--- src/rtl/data_bus_arbiter.sv ---
// data_bus_arbiter: two-requester round-robin arbiter onto a single memory-mapped slave port.
// Ports: clk/rst (sync active-high); m0_*/m1_* requester req/we/addr/wd in, rd/done/stall out;
//        s_we/s_re/s_addr/s_wd slave strobes and address/data out, s_rd/s_ready slave response in;
//        grant one-hot bus owner; timeout_err sticky flag for accesses forced complete by the watchdog.
module data_bus_arbiter #(
    parameter int DATA_WIDTH = 32,
    parameter int ADDR_WIDTH = 32,
    parameter int TIMEOUT    = 15
) (
    input  logic                  clk,
    input  logic                  rst,
    input  logic                  m0_req,
    input  logic                  m0_we,
    input  logic [ADDR_WIDTH-1:0] m0_addr,
    input  logic [DATA_WIDTH-1:0] m0_wd,
    output logic [DATA_WIDTH-1:0] m0_rd,
    output logic                  m0_done,
    output logic                  m0_stall,
    input  logic                  m1_req,
    input  logic                  m1_we,
    input  logic [ADDR_WIDTH-1:0] m1_addr,
    input  logic [DATA_WIDTH-1:0] m1_wd,
    output logic [DATA_WIDTH-1:0] m1_rd,
    output logic                  m1_done,
    output logic                  m1_stall,
    output logic                  s_we,
    output logic                  s_re,
    output logic [ADDR_WIDTH-1:0] s_addr,
    output logic [DATA_WIDTH-1:0] s_wd,
    input  logic [DATA_WIDTH-1:0] s_rd,
    input  logic                  s_ready,
    output logic [1:0]            grant,
    output logic                  timeout_err
);
    localparam int CW = TIMEOUT > 1 ? $clog2(TIMEOUT) : 1;

    typedef enum logic [1:0] {IDLE, BUSY, RESP} state_t;

    state_t                state, state_nx;
    logic                  last;
    logic                  lat_we;
    logic [ADDR_WIDTH-1:0] lat_addr;
    logic [DATA_WIDTH-1:0] lat_wd;
    logic [CW-1:0]         cnt;
    logic                  pick1;
    logic                  to_hit;
    logic                  finish;

    // last=1 means m1 was served most recently, so m0 wins a tie
    assign pick1  = m1_req & (~m0_req | ~last);
    assign to_hit = (TIMEOUT != 0) && (cnt == CW'(TIMEOUT - 1));
    // a ready slave on the final watchdog cycle still completes normally
    assign finish = s_ready | to_hit;

    always_ff @(posedge clk) begin
        state <= rst ? IDLE : state_nx;
    end

    always_comb begin
        state_nx = state == IDLE ? ((m0_req | m1_req) ? BUSY : IDLE) :
                   state == BUSY ? (finish ? RESP : BUSY) : IDLE;
        s_we     = (state == BUSY) && lat_we;
        s_re     = (state == BUSY) && !lat_we;
        m0_done  = (state == RESP) && grant[0];
        m1_done  = (state == RESP) && grant[1];
        m0_stall = m0_req & ~m0_done;
        m1_stall = m1_req & ~m1_done;
        s_addr   = lat_addr;
        s_wd     = lat_wd;
    end

    always_ff @(posedge clk) begin
        if (rst) begin
            grant       <= 2'b00;
            last        <= 1'b1;
            lat_we      <= 1'b0;
            lat_addr    <= '0;
            lat_wd      <= '0;
            cnt         <= '0;
            m0_rd       <= '0;
            m1_rd       <= '0;
            timeout_err <= 1'b0;
        end else begin
            if (state == IDLE && (m0_req | m1_req)) begin
                grant    <= pick1 ? 2'b10 : 2'b01;
                lat_we   <= pick1 ? m1_we : m0_we;
                lat_addr <= pick1 ? m1_addr : m0_addr;
                lat_wd   <= pick1 ? m1_wd : m0_wd;
                cnt      <= '0;
            end
            if (state == BUSY) begin
                cnt <= cnt + 1'b1;
                if (finish) begin
                    if (grant[0]) m0_rd <= s_ready ? s_rd : '0;
                    if (grant[1]) m1_rd <= s_ready ? s_rd : '0;
                    if (!s_ready) timeout_err <= 1'b1;
                end
            end
            if (state == RESP) begin
                grant <= 2'b00;
                last  <= grant[1];
            end
        end
    end
endmodule
--- config.mk ---
export PLATFORM = sky130hd
export DESIGN_NAME = data_bus_arbiter
export DESIGN_NICKNAME = d
export VERILOG_FILES = /design/src/rtl/data_bus_arbiter.sv
export SDC_FILE = /design/constraint.sdc
export NUM_CORES = 1
export LEC_CHECK = 0
export ABC_AREA = 1
export CAP_MARGIN = 20
export CORE_ASPECT_RATIO = 0.7
export CORE_MARGIN = 2
export CORE_UTILIZATION = 30
export DETAILED_ROUTE_END_ITERATION = 10
export SETUP_SLACK_MARGIN = 0.2
export SLEW_MARGIN = 20
export SYNTH_ARGS = -nofsm -noshare
export SYNTH_HDL_FRONTEND = slang
export SYNTH_SLANG_ARGS = --single-unit
--- constraint.sdc ---
create_clock -name clk -period 3.15 [get_ports clk]
set_input_delay 0.4725 -clock clk [delete_from_list [all_inputs] [get_ports clk]]
set_output_delay 0.4725 -clock clk [all_outputs]
set_load 0.01 [all_outputs]
Word level (Yosys, flattened, before mapping)
Cells that the tools add are included.
- register bits after elaboration: 139
- bits in latches: 0
- RAM bits: 0
- memory bits (read-only): 0
- input port bits: 167
- output and inout bits: 137
- word-level logic and storage cells: 48
- memories kept: 0
- $add $sub $neg: 1
- multiply operators: 0
- divide/modulo/power cells: 0
- $lt $le $gt $ge: 0
- eq/ne operators: 3
- shift-type cells: 0
- muxes and demuxes: 11
- bitwise operators: 11
- reductions and logical operators: 12
- operators with widths (kind ; count):
    $mux W32 ; 3
    $reduce_and A3 Y1 ; 3
    $mux W2 ; 4
    $mux W4 ; 2
    $logic_and A1 B1 Y1 ; 5
    $not A1 Y1 ; 5
    $add A4 B1 Y4 const B ; 1
    $eq A4 B4 Y1 const B ; 1
    $and A1 B1 Y1 ; 3
    $or A1 B1 Y1 ; 3
    $eq A2 B1 Y1 const B ; 1
    $eq A2 B2 Y1 const B ; 1
    $logic_not A2 Y1 ; 1
    $mux W1 ; 2
    $reduce_bool A2 Y1 ; 1
    $reduce_or A2 Y1 ; 1
    $logic_not A1 Y1 ; 1

Depth between registers and ports, before layout
- depth in word-level cells: 5
- gate-level depth with buffers: 9

Least setup slack after synthesis
Ideal clock, no wire load.
- path type: reg2out
- from: reg grant[1]
- to: out m1_stall
- arrival: 881 ps
- required time: 2677 ps
- slack: 1797 ps
- cell stages (with the launch flop): 6
- buffers on the path: 0
- cells stage by stage: dfxtp_1 -> inv_1 -> nor2_1 -> inv_1 -> nand2_1 -> inv_1
- cells in the longest elaborated chain, start to end: 3
- RTL lines (element ; line ; source):
    from (decl) ; 32 ; output logic [1:0] grant,
    from (signal assigned) ; 85 ; grant <= pick1 ? 2'b10 : 2'b01;
    $logic_and A1 B1 Y1 ; 65 ; m1_done = (state == RESP) && grant[1];
    named net m1_done ; 24 ; output logic m1_done,
    $not A1 Y1 ; 67 ; m1_stall = m1_req & ~m1_done;
    $and A1 B1 Y1 ; 67 ;
    to (decl) ; 25 ; output logic m1_stall,
The timed path passes the listed nets, and every way through them passes these cells.

Worst setup path after layout
- from: reg state[0]
- to: out m1_stall
- cells in the longest elaborated chain, start to end: 4
- RTL lines (element ; line ; source):
    from (decl) ; 39 ; state_t state, state_nx;
    from (signal assigned) ; 56 ; state <= rst ? IDLE : state_nx;
    $eq A2 B2 Y1 ; 65 ;
    $logic_and A1 B1 Y1 ; 65 ;
    $not A1 Y1 ; 67 ;
    $and A1 B1 Y1 ; 67 ;
Every way passes these cells.

==> out/qor.txt <==
Status = completed
#FFs+latches synth = 139
Initial DRT Pass Iterations = 4
Post-cts resize count = 0
CP max stage delay = 0.53 ns
Worst Reg-to-Reg Cells = 7
Synth Area in XOR/XNOR = 0%
Post-route cell area = 10050 µm²
Placer Congestion = 0.7969
IO Pins = 304
Via Count = 6599
Crit-path cells = inv_1, nand2_1, nor2_1, inv_1, nand2_1, inv_1, clkdlybuf4s50_1
Wl on met1 = 9.541 mm
Clock sinks = 139
Mean area per synthesized cell = 6.408 µm²
Starting Density = 30.48%
Die X = 177.1 µm
Actual slew at the worst max-slew pin = 0.7211 ns
IO Port Bufs = 303
Pwr dens = 489.8 nW/µm²
DP HPWL = 14.56 mm
R2r endpoint = m0_rd[29]$_SDFFE_PP0P_
Endpoints failing hold = 0
Adder-Cell Fraction of Synth Area = 0.3977%
Netlist Area Pre-Place = 6292 µm²
Post-Synthesis Cells = 982
Share of layout cells above drive strength 1 = 4.101%
Final total power = 0.004921 W
Tmin final = 2.293 ns
Worst setup path class = flip-flop to primary output
Max layer used = met4
Die height = 125.2 µm
Hold_sp = timeout_err$_SDFFE_PP0P_
Crit-path max FO = 6
Complex-gate fraction of the synthesized area = 11.16%
Total negative setup slack = 0 ns
Final Skew = 0.01190 ns
Worst setup path end = m1_stall
Drt initial violations = 376
Routed wl met2 = 9.044 mm
EDFF count, synth = 0
Crit end category = primary output
VDD IR-drop max = 0.3113 mV
Area of the die = 22170 µm²
Final global-route overflow total = 0
Fin. max-slew vios = 0
Total Wirelength = 20.72 mm
Placed cells = 1512
Delay-heaviest family, CP = buffers and inverters
Initial antenna violation count = 0
Ranking of synthesized cells by area = dfxtp_1, nand2_1, nor2_1
Ys async rst share = 0%
CP bufs+invs = 4
Area leader, netlist = dfxtp_1
Fillers = 2085
GRT Total Usage = 18.67%
Fmax = 436.0 MHz
Post-Synth Simple-Gate Area = 31.97%
Clock root cell = clkbuf_16
Largest net degree at the start of global routing = 61
Ys flop type = dfxtp_1
Top cell type's share of synthesized area = 44.22%
Global-route wire length before repair = 32.99 mm
Final worst-path cycle share = 72.81%
Area after DPL = 9455 µm²
Final non-filler cell total = 1544
CTS Hold Bufs = 0
Nets = 1424
Final WS setup = 0.8566 ns
R2R setup slack = 1.36 ns
Multiplexer share of the synthesized area = 0%
Hold Path Depth = 2
Crit. path cell count = 7
Sequential fraction of the synthesis area = 44.22%
CP dominant cell by count = inv_1
Most used standard cell by instance count after synthesis = nand2_1
Data required time at the worst endpoint = 2.68 ns
Synth cell types = 20
Clock Latency Late Sink = 0.42 ns
Setup WS pre-CTS = 0.7067 ns
Largest family of logic cells by synthesized area = simple AND/OR/NAND/NOR gates
CTS tree = done
CP startpoint = state[0]$_SDFF_PP0_
Setup crit start kind = flip-flop
Critical path arrival = 1.82 ns
Area Overhead vs Synth = 59.67%
Net Count, Synth = 1151
Via-to-Cell Ratio = 4.274
Leakage = 4.517 nW
Met3 routed WL = 1.531 mm
Ys Warns = 0
Routed len/inst = 13.42 µm
ANT cells = 0
Number of buffers created by CTS = 17
Worst min path class = flip-flop to flip-flop
Vias in the first global route = 6393
Max cap viols = 0
Synth cell count leaders = nand2_1, nor2_1, dfxtp_1, inv_1, a21oi_1
RSZ-0062 raised after global routing = false
Core ar. = 20640 µm²
Postcts setup bufs = 0
Max clock buf depth = 2
Clock slew at reported path FFs = 0.06 ns
Worst reg2reg startpoint = cnt[0]$_SDFFE_PP0P_
Slowest CP cell = clkdlybuf4s50_1
FP Rows = 44
Final Setup Violations = 0
Post-route ant nets = 0
Drc violations = 0
Relative slew slack = 51.76%
CTS HTree Levels = 4
[layout by cell type, fill, tap and decap left out, drive strengths merged]
cell and n:
clkdlybuf4s50 302, o22ai 1, nand3b 1, nor2 204, bufinv 2, ha 2, dfxtp 139, inv 121
nand4 1, nand3 6, a21oi 72, o21ai 67, clkinvlp 1, buf 11, clkinv 7, nand2 313
clkbuf 18
[layer usage]
metal  track usage, %  up-vias
met1            23.72     2878
li1                 -     3497
met3            6.144       34
met2            29.27      190
met5                0        -
met4            7.195        0
[where the power goes]
group	switching, W	total, W	internal [W]
registers	0.0000586	0.00193	0.00187
clock network	0.000841	0.00203	0.00119
logic	0.000460	0.000960	0.000500
total	0.00136	0.00492	0.00356
[registers in the layout, summed over array words and instances, names as in the netlist]
signal,flops
m0_rd,32
m1_rd,32
s_wd,32
s_addr,32
state,2
last,1
cnt,4
lat_we,1
timeout_err,1
grant,2
[final cells by class]
| cell class | count | area [µm²] | area share (%) |
|---|---|---|---|
| Clock buffer | 18 | 429.2 | 4.272 |
| Clock inverter | 14 | 162.7 | 1.619 |
| Tap cell | 276 | 345.3 | 3.437 |
| Inverter | 117 | 440.4 | 4.384 |
| Sequential cell | 139 | 2783 | 27.70 |
| Timing Repair Buffer | 313 | 3141 | 31.26 |
| Multi-Input combinational cell | 667 | 2746 | 27.34 |
[worst reg2reg max path: cells and delay by family (launching register included)]
family          cells  cell delay (ns)
fa+ha+maj           1             0.22
simple gates        4             0.88
buf+inv             1             0.08
flops               1             0.39
compound gates      1             0.15
[how the worst min path moves through the flow]
stage,endpoint,slack (ns)
finish,timeout_err$_SDFFE_PP0P_,0.45
detailed placement,last$_SDFFE_PP1N_,0.45
floorplan,last$_SDFFE_PP1N_,0.43
CTS,timeout_err$_SDFFE_PP0P_,0.46
global placement,timeout_err$_SDFFE_PP0P_,0.44
global route,m0_rd[28]$_SDFFE_PP0P_,0.48
[stage by stage]
step           utilization (%)  hold slack, ns
3_3_place_gp             45.80          0.4435
3_5_place_dp             45.80          0.4459
5_1_grt                  48.67          0.4789
4_1_cts                  48.67          0.4562
2_1_floorplan                -          0.4333
6_report                 48.67          0.4496
[logic make-up (layout without fill, tap and decap cells)]
logic type | Yosys count | in the layout
buf+inv | 176 | 462
compound gates | 140 | 140
flops | 139 | 139
fa+ha+maj | 2 | 2
simple gates | 525 | 525
(Power assumes the default switching activity.)
